===== src/rtl/demux_pkg.sv =====
// Shared lane count, lane-select type and pointer helper for the 1-to-4 stream demultiplexer.
package demux_pkg;

    localparam int unsigned NUM_LANES = 4;
    localparam int unsigned SEL_W     = 2;

    typedef logic [SEL_W-1:0] lane_sel_t;

    // Round-robin successor, wrapping 3 -> 0.
    function automatic lane_sel_t next_lane(input lane_sel_t cur);
        return lane_sel_t'(cur + lane_sel_t'(1));
    endfunction

endpackage


===== src/rtl/demux_lane_buf.sv =====
// One-entry output holding register with load/drain logic for a single demux lane.
module demux_lane_buf #(
    parameter int unsigned DATA_W = 1
) (
    input  logic              clk,
    input  logic              rst_n,
    input  logic              load,
    input  logic [DATA_W-1:0] load_data,
    input  logic              ready,
    output logic              full,
    output logic [DATA_W-1:0] data
);

    // A load wins over a drain so a simultaneous refill keeps the lane full with no bubble.
    always_ff @(posedge clk) begin
        if (!rst_n) begin
            full <= 1'b0;
            data <= '0;
        end else if (load) begin
            full <= 1'b1;
            data <= load_data;
        end else if (full && ready) begin
            full <= 1'b0;
        end
    end

endmodule


===== src/rtl/demux_1_4.sv =====
// Registered 1-to-4 valid/ready stream demultiplexer with one holding register per lane.
// Optional feature: define DEMUX_RR_EN to replace in_sel with an internal round-robin pointer.
module demux_1_4
    import demux_pkg::*;
#(
    parameter int unsigned DATA_W = 1
) (
    input  logic                          clk,
    input  logic                          rst_n,
    input  logic                          in_valid,
    output logic                          in_ready,
    input  logic [DATA_W-1:0]             in_data,
    input  logic [SEL_W-1:0]              in_sel,
    output logic [NUM_LANES-1:0]          out_valid,
    input  logic [NUM_LANES-1:0]          out_ready,
    output logic [NUM_LANES*DATA_W-1:0]   out_data,
    output logic [SEL_W-1:0]              dst_lane
);

    lane_sel_t            target;
    logic                 accept;
    logic [NUM_LANES-1:0] lane_full;
    logic [NUM_LANES-1:0] lane_load;

`ifdef DEMUX_RR_EN
    lane_sel_t rr_ptr;
    logic      sel_unused;

    assign sel_unused = ^in_sel;
    assign target     = rr_ptr;

    // Pointer advances only on an accepted beat; a stalled lane holds it in place.
    always_ff @(posedge clk) begin
        if (!rst_n) begin
            rr_ptr <= '0;
        end else if (accept) begin
            rr_ptr <= next_lane(rr_ptr);
        end
    end
`else
    assign target = in_sel;
`endif

    assign dst_lane = target;
    assign in_ready = rst_n & (~lane_full[target] | out_ready[target]);
    assign accept   = in_valid & in_ready;

    for (genvar k = 0; k < NUM_LANES; k++) begin : g_lane
        assign lane_load[k] = accept & (target == lane_sel_t'(k));

        demux_lane_buf #(
            .DATA_W (DATA_W)
        ) u_buf (
            .clk       (clk),
            .rst_n     (rst_n),
            .load      (lane_load[k]),
            .load_data (in_data),
            .ready     (out_ready[k]),
            .full      (lane_full[k]),
            .data      (out_data[k*DATA_W +: DATA_W])
        );

        assign out_valid[k] = lane_full[k];
    end

endmodule


===== config.mk =====
export PLATFORM = sky130hd
export DESIGN_NAME = demux_1_4
export DESIGN_NICKNAME = d
export VERILOG_FILES = /design/src/rtl/demux_pkg.sv /design/src/rtl/demux_lane_buf.sv /design/src/rtl/demux_1_4.sv
export SDC_FILE = /design/constraint.sdc
export NUM_CORES = 1
export LEC_CHECK = 0
export ABC_AREA = 0
export CAP_MARGIN = 20
export CORE_AREA = 2 2 39 41
export DETAILED_ROUTE_END_ITERATION = 12
export DIE_AREA = 0 0 41 43
export PLACE_DENSITY = 0.71
export SLEW_MARGIN = 5
export SYNTH_ARGS = -nofsm -noshare
export SYNTH_HDL_FRONTEND = slang
export SYNTH_SLANG_ARGS = --single-unit

===== constraint.sdc =====
create_clock -name clk -period 1.8 [get_ports clk]
set_input_delay 0.27 -clock clk [delete_from_list [all_inputs] [get_ports clk]]
set_output_delay 0.27 -clock clk [all_outputs]
set_load 0.02 [all_outputs]

---- After elaboration in Yosys (flattened, before gate mapping) ----
Cells that the tools add are included.
storage, ports and cells
  register bits ........................... 8
  bits in latches ......................... 0
  RAM bits ................................ 0
  bits in read-only memories .............. 0
  bits of input ports ..................... 10
  output and inout bits ................... 11
  word-level logic and storage cells ...... 41
  memories kept ........................... 0
cells by class
  $add $sub $neg .......................... 0
  multipliers ............................. 0
  div/mod/pow operators ................... 0
  $lt $le $gt $ge ......................... 1
  equal/unequal tests ..................... 3
  shift operators ......................... 0
  mux-type cells .......................... 12
  bitwise logic cells ..................... 8
  reductions and logical operators ........ 9
operators with widths
  operator            count
  $mux 1              10
  $reduce_bool 2->1   4
  $and 1x1->1         6
  $bmux 1 s2          2
  $eq 2x2->1 const B  2
  $logic_and 1x1->1   4
  $lt 2x3->1 const B  1
  $eq 2x1->1 const B  1
  $logic_not 2->1     1
  $not 1->1           1
  $or 1x1->1          1

---- Longest topological paths before layout ----
  depth in word-level cells ............... 8
  mapped depth ............................ 3
  gate-level depth less buffers ........... 3

---- Hierarchy ----
Synthesis repeated with hierarchy kept, for this count alone.
second synthesis, totals
  cells, all modules ...................... 43
  area total of the unflattened synthesis .. 397.9 µm²
by module, submodules not included
  module          times used  cells each  area each (µm²)  sequential area each (µm²)
  demux_lane_buf  4           6           70.1             40.0
  demux_1_4       1           19          117.6            0.0

---- Worst setup path before layout ----
Ideal clock, no wire load.
  path kind ............................... reg2out
  start point ............................. register g_lane[3].u_buf.full
  end point ............................... output in_ready
  arrival time ............................ 1.077 ns
  data required time ...................... 1.530 ns
  slack ................................... 0.453 ns
  stages on the path, launching flop included .. 4
  path buffers ............................ 0
  cells stage by stage .................... dfxtp_1 nand2b_4 mux4_2 and2_1
on the way
  cells in the longest elaborated chain, start to end .. 5
ends and longest elaborated chain
  element                       RTL line              text
  start: declaration            demux_lane_buf.sv:10  output logic full,
  start signal: assignment      demux_lane_buf.sv:17  full <= 1'b0;
  start signal: assignment      demux_lane_buf.sv:20  full <= 1'b1;
  start signal: assignment      demux_lane_buf.sv:23  full <= 1'b0;
  $bmux 1 s2                    demux_1_4.sv:45       assign in_ready = rst_n & (~lane_full[target] | out_ready[target]);
  $mux 1 (not written as such)  demux_1_4.sv:45
  $not 1->1                     demux_1_4.sv:45
  $or 1x1->1                    demux_1_4.sv:45
  $and 1x1->1                   demux_1_4.sv:45
  end: declaration              demux_1_4.sv:11       output logic in_ready,
Every way passes these cells. The select of a mux whose other input is x is not followed.

---- Worst setup path after layout ----
  start point ............................. input in_sel[1]
  end point ............................... output dst_lane[1]
RTL lines
  element             RTL line         text
  start: declaration  demux_1_4.sv:13  input logic [SEL_W-1:0] in_sel,
  end: declaration    demux_1_4.sv:17  output logic [SEL_W-1:0] dst_lane
No word-level cell between the ends.

==> results.yml <==
worst_setup_path:
  critPathTopFamily: "buffers and inverters"
  worstSetupPathDepth: 3
  cpMostUsedCell: "clkdlybuf4s50_1"
  crit_fanout: 5
  startpoint_type: "primary input"
  critPathCaptureType: "output pin"
  r2r_cells: 4
  cp.arrival_ns: 1.50
  slowest_delay_ns: 0.61
  crit_slowest_cell: "clkdlybuf4s50_1"
  worstPathBufferInverterCount: 3
  path_class: "primary input to output pin"
  cp_cell_sequence: "clkdlybuf4s50_1 -> buf_4 -> clkdlybuf4s50_1"
  reg2reg_from: "g_lane[2].u_buf.full$_SDFFE_PN0P_"
  cp.required_ns: 1.53
  r2r_slack_ns: 0.61
  r2r-end: "g_lane[2].u_buf.data$_SDFFE_PN0P_"
sta:
  hold_viol: 0
  drv_slew: 0
  finalCritPeriodShare_pct: 98.17
  fmax_mhz: 565.9
  fin_crit_ns: 1.767
  skew_ns: 0.002770
  tightestPinTransition_ns: 0.3072
  holdWs_ns: 0.4617
  fin_ws_ns: 0.03294
  relSlewSlack_pct: 79.26
  rsz0062_at_grt: "false"
  setup-tns-final_ns: 0
  setup_violations: 0
finish:
  syn_to_final_growth_pct: 56.23
  fillerInstances: 146
  antenna_cells: 0
  drive_gt1_share_pct: 27.54
  fin_cells: 85
  final_util_pct: 50.99
  nNetsFinal: 81
detailed_routing:
  vias: 387
  drt-met1-wl_um: 372
  drt_iter0_drc: 5
  wl_met2_um: 515
  top_layer_used: "met4"
  wl_met3_um: 45
  drtAntennaViolNets: 0
  dr.pass1.iters: 2
  drt_wl_total_um: 974
  wl_per_cell_um: 11.46
  drcViolationCount: 0
  viasPerCell: 4.553
worst_hold_path:
  min_path_type: "register to register"
  worstHoldPathCells: 2
  worstHoldStart: "g_lane[0].u_buf.data$_SDFFE_PN0P_"
  holdPathEnd: "g_lane[0].u_buf.data$_SDFFE_PN0P_"
clock_network:
  clk_latency_ns: 0.26
  cts_hold_buf: 0
  cts_tree: "yes"
  cts_root_buf: "clkbuf_4"
  cts_buffers: 3
  cts.htree.levels: 1
  clockBufferDepth: 2
  cts.sinks: 8
  clk_pin_slew_ns: 0.06
grt:
  grtUsageTotal_pct: 13.87
  antenna_found_initial: 0
  grt_overflow: 0
  grt_pass1_vias: 387
  grt_max_degree: 10
  grt_pass1_wl_um: 1559
logic_synthesis:
  ys_types: 19
  synth_nets: 58
  synth_area_sq_um: 451.7
  avgSynthCellArea_sq_um: 9.410
  yosysWarnings: 0
  synth-seq-cells: 8
  syn_inst: 48
  synth_seq_area_share_pct: 35.46
place:
  pre_cts_ws_ns: -0.4505
  place_inst: 81
  place.gp.congestion: 0.7212
  numPortBuffers: 20
  hpwlAfterDp_um: 758.1
run:
  maxCapViolations: 0
floorplan:
  die_w_um: 41
  io_pins: 21
  die_area_sq_um: 1763
  start_util_pct: 32.64
  fp-row-count: 14
  die_h_um: 43
  core_region_area_sq_um: 1384
pwr:
  p_leak_uw: 0.0003124
  powerDensity_nw_per_um2: 600.4
  vdd_drop_max_v: 0.0002010
run_status:
  status: "completed"
worst min-delay path, stage by stage, from the launching register on:
cell and delay [ns]:
dfxtp_1 0.31, nand2_1 0.05, mux2i_1 0.06
flip-flops by register name, indices dropped and copies added, names as in the netlist:
| signal | count |
|---|---|
| g_lane.u_buf.full | 4 |
| g_lane.u_buf.data | 4 |
cells in the mapped netlist:
cell type,number,area share (%)
nand2b_4,1,3.0
nand3_1,1,1.1
o41ai_1,1,1.9
dfxtp_1,8,35
buf_4,10,17
nand2b_1,5,6.9
o311ai_0,1,1.9
nor3b_1,1,1.7
and2_1,1,1.4
buf_2,1,1.1
nand2_1,6,5.0
mux2i_1,3,6.6
a21boi_0,2,3.3
o21a_1,2,3.3
nor2b_1,1,1.4
mux4_2,1,5.0
and2b_1,1,1.7
nor2_1,1,0.83
nand3b_1,1,1.7
where the power goes:
group / internal [uW] / switching [uW]
clock network: 76.5 / 64.4
registers: 184 / 4.88
logic: 55.8 / 38.3
total: 316 / 108
final cells by class:
class | count | area (sq um) | area share [%]
sequential | 8 | 160.2 | 22.70
clock buffer | 3 | 22.52 | 3.191
timing repair buffer | 29 | 266.5 | 37.77
tap | 16 | 20.02 | 2.837
multi-input combinational | 29 | 236.5 | 33.51
per-stage QoR:
| step | total power (uW) | area [sq um] |
|---|---|---|
| after floorplan | 238.8 | 451.7 |
| after global placement | 282.6 | 651.9 |
| after detailed placement | 283.5 | 651.9 |
| after CTS | 428.5 | 695.7 |
| after global routing | 443.8 | 705.7 |
| final | 423.7 | 705.7 |
worst max path at each step:
| stage | startpoint | end | slack [ns] |
|---|---|---|---|
| finish | in_sel[1] | dst_lane[1] | 0.03 |
| detailed placement | in_sel[0] | in_ready | -0.45 |
| global route | g_lane[3].u_buf.full$_SDFFE_PN0P_ | in_ready | 0.003 |
| CTS | out_ready[1] | in_ready | 0.01 |
| global placement | out_ready[2] | in_ready | -0.44 |
| floorplan | g_lane[3].u_buf.full$_SDFFE_PN0P_ | in_ready | 0.45 |
per-layer routing:
layer	track usage, %	up-vias
met5	0	-
met4	12.00	0
met3	3.141	5
met2	21.88	14
met1	14.19	174
li1	-	194
kinds of logic after synthesis:
group,synth area share [%]
buffers and inverters,17.73
flip-flops,35.46
multiplexers,11.63
AO/OA/AOI/OAI,10.53
AND/OR/NAND/NOR,24.65
cells in the final DEF, fill, tap and decap left out, types with 2 or more instances in the layout:
cell type	synthesis	routed
clkbuf_4	0	3
o21a_1	2	2
mux2i_1	3	3
nand2b_4	1	4
buf_4	10	9
clkdlybuf4s50_1	0	14
nand2_1	6	6
a21boi_0	2	2
dlygate4sd2_1	0	4
nand2b_1	5	2
dfxtp_1	8	8
repair_timing:
action / 4_1_cts / 5_1_grt
pin swaps: 1 / 1
gates resized for setup: 14 / 1
setup buffers: 0 / 1
gates cloned: 0 / 0
setup endpoints to repair: 2 / 1
(Power assumes the default switching activity.)
